===== config.mk =====
export PLATFORM = sky130hd
export DESIGN_NAME = bin_to_bcd_seq
export DESIGN_NICKNAME = d
export VERILOG_FILES = /design/src/rtl/bin_to_bcd_seq.sv
export SDC_FILE = /design/constraint.sdc
export NUM_CORES = 1
export LEC_CHECK = 0
export CORE_MARGIN = 2
export CORE_UTILIZATION = 42
export DETAILED_ROUTE_END_ITERATION = 12
export PLACE_DENSITY = 0.68
export SLEW_MARGIN = 20
export SYNTH_ARGS = -nofsm -noshare
export SYNTH_HDL_FRONTEND = slang
export SYNTH_SLANG_ARGS = --single-unit

===== constraint.sdc =====
create_clock -name clk -period 1.95 [get_ports clk]
set_clock_uncertainty 0.1 [all_clocks]
set_input_delay 0.39 -clock clk [delete_from_list [all_inputs] [get_ports clk]]
set_output_delay 0.39 -clock clk [all_outputs]
set_load 0.005 [all_outputs]

===== src/rtl/bin_to_bcd_seq.sv =====
// bin_to_bcd_seq -- sequential double-dabble binary-to-BCD converter.
//
// Converts a BIN_W-bit binary value into DIGITS packed BCD nibbles, one
// double-dabble step per clock. It feeds the seven-segment scan stage.
// bcd_out/blank_out only change on the done edge, so the display never
// shows a partial result.
//
// Optional feature: define BCD_BLANK_LEADING_EN to generate the
// leading-zero blank mask on blank_out. Without it, blank_out is tied to 0.
//
// Ports:
//   clk       in   system clock, posedge
//   reset     in   synchronous active-high reset
//   start     in   conversion request, sampled only while busy=0
//   bin_in    in   [BIN_W] binary value, captured on the accept edge
//   busy      out  high from the accept edge through the done cycle
//   done      out  one-cycle pulse, bcd_out freshly updated
//   bcd_out   out  [4*DIGITS] packed BCD, digit 0 (ones) in [3:0]
//   blank_out out  [DIGITS] leading-zero blank mask (bit 0 always 0)
module bin_to_bcd_seq #(
  parameter int BIN_W  = 7,
  parameter int DIGITS = 3
) (
  input  logic                  clk,
  input  logic                  reset,
  input  logic                  start,
  input  logic [BIN_W-1:0]      bin_in,
  output logic                  busy,
  output logic                  done,
  output logic [4*DIGITS-1:0]   bcd_out,
  output logic [DIGITS-1:0]     blank_out
);

  localparam int CW = $clog2(BIN_W + 1);

  typedef enum logic [1:0] {IDLE, SHIFT, DONE} state_t;

  state_t                   state, state_nxt;
  logic [BIN_W-1:0]         shreg, shreg_nxt;
  logic [DIGITS-1:0][3:0]   scratch, scratch_nxt;
  logic [DIGITS-1:0][3:0]   adj;
  logic [CW-1:0]            cnt, cnt_nxt;
  logic                     done_nxt;
  logic                     load_out;
  logic [4*DIGITS-1:0]      bcd_r;

  // Nibble correction: every digit is tested on its pre-add value, in
  // parallel, before the shift of this step.
  always_comb begin
    adj = scratch;
    for (int i = 0; i < DIGITS; i++)
      if (scratch[i] >= 4'd5) adj[i] = scratch[i] + 4'd3;
  end

  always_comb begin
    state_nxt   = state;
    shreg_nxt   = shreg;
    scratch_nxt = scratch;
    cnt_nxt     = cnt;
    done_nxt    = 1'b0;
    load_out    = 1'b0;
    case (state)
      IDLE: begin
        if (start) begin
          shreg_nxt   = bin_in;
          scratch_nxt = '0;
          cnt_nxt     = '0;
          state_nxt   = SHIFT;
        end
      end
      SHIFT: begin
        {scratch_nxt, shreg_nxt} = {adj, shreg} << 1;
        cnt_nxt = cnt + 1'b1;
        // Last step: the shifted scratch is the final result.
        if (cnt == CW'(BIN_W - 1)) begin
          state_nxt = DONE;
          done_nxt  = 1'b1;
          load_out  = 1'b1;
        end
      end
      DONE:    state_nxt = IDLE;
      default: state_nxt = IDLE;
    endcase
  end

  always_ff @(posedge clk) begin
    if (reset) begin
      state   <= IDLE;
      shreg   <= '0;
      scratch <= '0;
      cnt     <= '0;
      done    <= 1'b0;
      bcd_r   <= '0;
    end else begin
      state   <= state_nxt;
      shreg   <= shreg_nxt;
      scratch <= scratch_nxt;
      cnt     <= cnt_nxt;
      done    <= done_nxt;
      if (load_out) bcd_r <= scratch_nxt;
    end
  end

  assign busy    = (state != IDLE);
  assign bcd_out = bcd_r;

`ifdef BCD_BLANK_LEADING_EN
  logic [DIGITS-1:0] blank_nxt, blank_r;
  logic              all_zero;

  // Walk from the top digit down; a digit is blanked while it and
  // everything above it is zero. The ones digit is never blanked.
  always_comb begin
    blank_nxt = '0;
    all_zero  = 1'b1;
    for (int i = DIGITS - 1; i >= 1; i--) begin
      all_zero     = all_zero & (scratch_nxt[i] == 4'd0);
      blank_nxt[i] = all_zero;
    end
  end

  always_ff @(posedge clk) begin
    if (reset)         blank_r <= '0;
    else if (load_out) blank_r <= blank_nxt;
  end

  assign blank_out = blank_r;
`else
  assign blank_out = '0;
`endif

endmodule

==> qor.csv <==
metric;value;unit
simple-gate share of the synthesized area;21.8;%
htree depth;2;
Initial Util;42.7;%
Cells after Synth;195;
FF-to-FF setup slack;0.28;ns
n_diodes;0;
Pleak;0.768;nW
critical path, cell by cell;or2_2 -> clkdlybuf4s50_1;
Max clock buf depth;2;
post-synthesis sequential area ratio;44.0;%
compound-cell area share of the yosys netlist;19.7;%
combinational family with the most area after synthesis;simple AND/OR/NAND/NOR gates;
fraction of layout cells with a size suffix above 1;10.4;%
FF-to-FF End;scratch[6]$_SDFF_PP0_;
routability congestion estimate;0.771;
largest net degree at the start of global routing;16;
WP data required;1.46;ns
VDD IR max;0.409;mV
DP Cell Count;264;
Detail Placement HPWL;2350;um
total wire length;3320;um
Net Sw Frac;23.3;%
Internal;1.08;mW
overall power;1.41;mW
Core Box Area;0.00394;mm^2
drt first pass iters;4;
clock power share;36.1;%
Worst Hold Launch;bcd_out[0]$_SDFFE_PP0P_;
root buffer cell;clkbuf_8;
slew margin rel.;65.3;%
CTS tree;done;
DR DRC count;0;
worst-margin pin slew;0.520;ns
status;finished, final reports clean;
CP max-delay cell;clkdlybuf4s50_1;
max incr delay on CP;0.44;ns
CTS Buf Count;5;
DR vias;1383;
Max Cap Viol;0;
RSZ-0062 raised after global routing;false;
clock sink count;37;
Critical Path Sink Type;output pin;
vias per cell;5.08;
Final nets;239;
Synthesis Warnings;0;
clock slew seen by the registers of the worst setup and hold paths;0.07;ns
crit path time final;1.89;ns
Post-Synthesis Cell Area;0.00168;mm^2
global-route total usage across every layer;17.9;%
post-synthesis mux area share;0.669;%
Setup CP Type;flop to output pin;
row cnt;23;
Yosys reg bits;37;
post-route cell area;0.00206;mm^2
post-synthesis xor/xnor area fraction;1.56;%
worst path bufs/invs;1;
min-delay worst type;flop to flop;
Hold Crit Endpoint;bcd_out[0]$_SDFFE_PP0P_;
fin crit share;97.0;%
final setup margin;0.0587;ns
Final Util;52.2;%
Die Ht;67.3;um
Critical Path Fanout Max;9;
syn avg cell area;8.64;um^2
Adder-Cell Fraction of Synth Area;5.94;%
P_sw;327;uW
max frequency;529;MHz
dpl cell area;0.00197;mm^2
Post-synth EDFFs;0;
max-slew violations;0;
Startpoint Class;flop;
die width;67.3;um
Non-Filler Instances;272;
Die Area;0.00453;mm^2
PwrDens;684;mW/mm^2
sequential share of power;55.9;%
initial DRC count;36;
final setup fails;0;
number of I/O pins;27;
Arrival @ worst endpoint;1.40;ns
area growth from synthesis to layout;22.1;%
IO Port Bufs;23;
initial antenna violation count;0;
post-route ant nets;0;
Async SR Flop Fraction;0;%
global-route wire length before repair;5980;um
Overflow after GRT;0;
Synth Flop Type;dfxtp_1;
FF-to-FF path depth;6;
pre-CTS setup slack;-0.0729;ns
Clk Latency, worst-skew pair;0.29;ns
WL per Instance;12.2;um
post-synthesis cell type count;35;
combinational share of power;8.0;%
delay-heaviest family, CP;buffers and inverters;
vias in the first global route;1310;
Worst Hold Depth;2;
Hold Vio Cnt, Final;0;
Reg-to-Reg Start;scratch[4]$_SDFF_PP0_;
-- tightest hold or removal path, cell delays in order, from the launching register on --
cell and delay, ns:
dfxtp_1 0.31, nand2_1 0.05, a21oi_1 0.05
-- metal layers --
| layer | global-route usage (%) | routed length, um |
|---|---|---|
| met2 | 25.9 | 1510 |
| met1 | 24.6 | 1670 |
| met4 | 6.89 | 30 |
| met3 | 6.00 | 109 |
| met5 | 0 | 0 |
-- synthesized netlist by cell type (all sizes together) (2+ instances only) --
cell	number	area, um^2
o21ai	4	20.0
nand3	2	10.0
nand3b	3	22.5
o32ai	5	43.8
a31o	2	17.5
a211o	2	17.5
and3	2	12.5
or2	3	18.8
xnor2	3	26.3
a21oi	15	75.1
ha	8	100
clkbuf	6	22.5
nand2	20	75.1
dfxtp	37	741
nand2b	11	68.8
nor2	25	98.8
buf	8	47.5
nor3b	2	15.0
a211oi	7	57.6
o22ai	5	31.3
a311oi	6	52.6
nor4bb	2	20.0
inv	9	33.8
-- through the flow --
stage	setup TNS, ns	hold slack (ns)
floorplan	0	0.345
global placement	-0.0205	0.356
detailed placement	-0.203	0.358
CTS	0	0.367
global route	0	0.389
finish	0	0.363
-- cell usage in the layout, fill, tap and decap left out, types with 6 or more instances in the layout --
master           synthesis  layout
inv_1                    9       9
nor2_1                  23      23
clkdlybuf4s50_1          0      23
a21oi_1                 15      15
ha_1                     8       8
dfxtp_1                 37      35
nand2_1                 20      20
nand2b_1                11      11
a211oi_1                 6       6
a311oi_1                 6       6
buf_4                    3       8
-- sequential cells by signal, indices dropped and copies added (netlist names) --
name / flops
scratch: 12
cnt: 3
bcd_out: 12
state: 2
shreg: 7
done: 1
-- logic make-up (layout without fill, tap and decap cells) --
logic type / Yosys count / count (layout)
multiplexers: 1 / 1
other: 1 / 3
AO/OA/AOI/OAI: 48 / 48
flip-flops: 37 / 37
XOR/XNOR: 3 / 3
adder cells (fa/ha/maj): 8 / 8
buffers and inverters: 23 / 48
AND/OR/NAND/NOR: 74 / 74
-- final cells by class --
class / count / area [um^2]
inverter: 9 / 33.8
sequential: 37 / 743
fill: 382 / 1890
tap: 50 / 62.6
multi-input combinational: 137 / 847
timing repair buffer: 31 / 290
clock buffer: 8 / 80.1
-- power by group through the flow --
| stage | sequential [mW] | combinational, mW | clock [mW] |
|---|---|---|---|
| global placement | 0.803 | 0.112 | 0 |
| CTS | 0.786 | 0.114 | 0.519 |
| finish | 0.786 | 0.113 | 0.507 |
| global route | 0.788 | 0.128 | 0.570 |
| detailed placement | 0.803 | 0.114 | 0 |
| floorplan | 0.799 | 0.0750 | 0 |
-- what timing repair did --
action                                  in CTS  in global routing
gates resized for setup                      0                  2
endpoints found under the setup margin       0                  1
setup buffers                                0                  0
hold buffers                                 0                  0
-- worst max path at each step --
stage | start | end | slack, ns | cells past startpoint
5_1_grt | state[0]$_SDFFE_PP0P_ | busy | 0.007 | 2
2_1_floorplan | scratch[5]$_SDFF_PP0_ | bcd_out[6]$_SDFFE_PP0P_ | 0.42 | 6
3_3_place_gp | start | bcd_out[11]$_SDFFE_PP0P_ | -0.01 | 5
6_report | state[0]$_SDFFE_PP0P_ | busy | 0.06 | 2
3_5_place_dp | start | bcd_out[11]$_SDFFE_PP0P_ | -0.07 | 5
4_1_cts | state[0]$_SDFFE_PP0P_ | busy | 0.003 | 2
No activity file was read; power rests on OpenSTA's default activity.
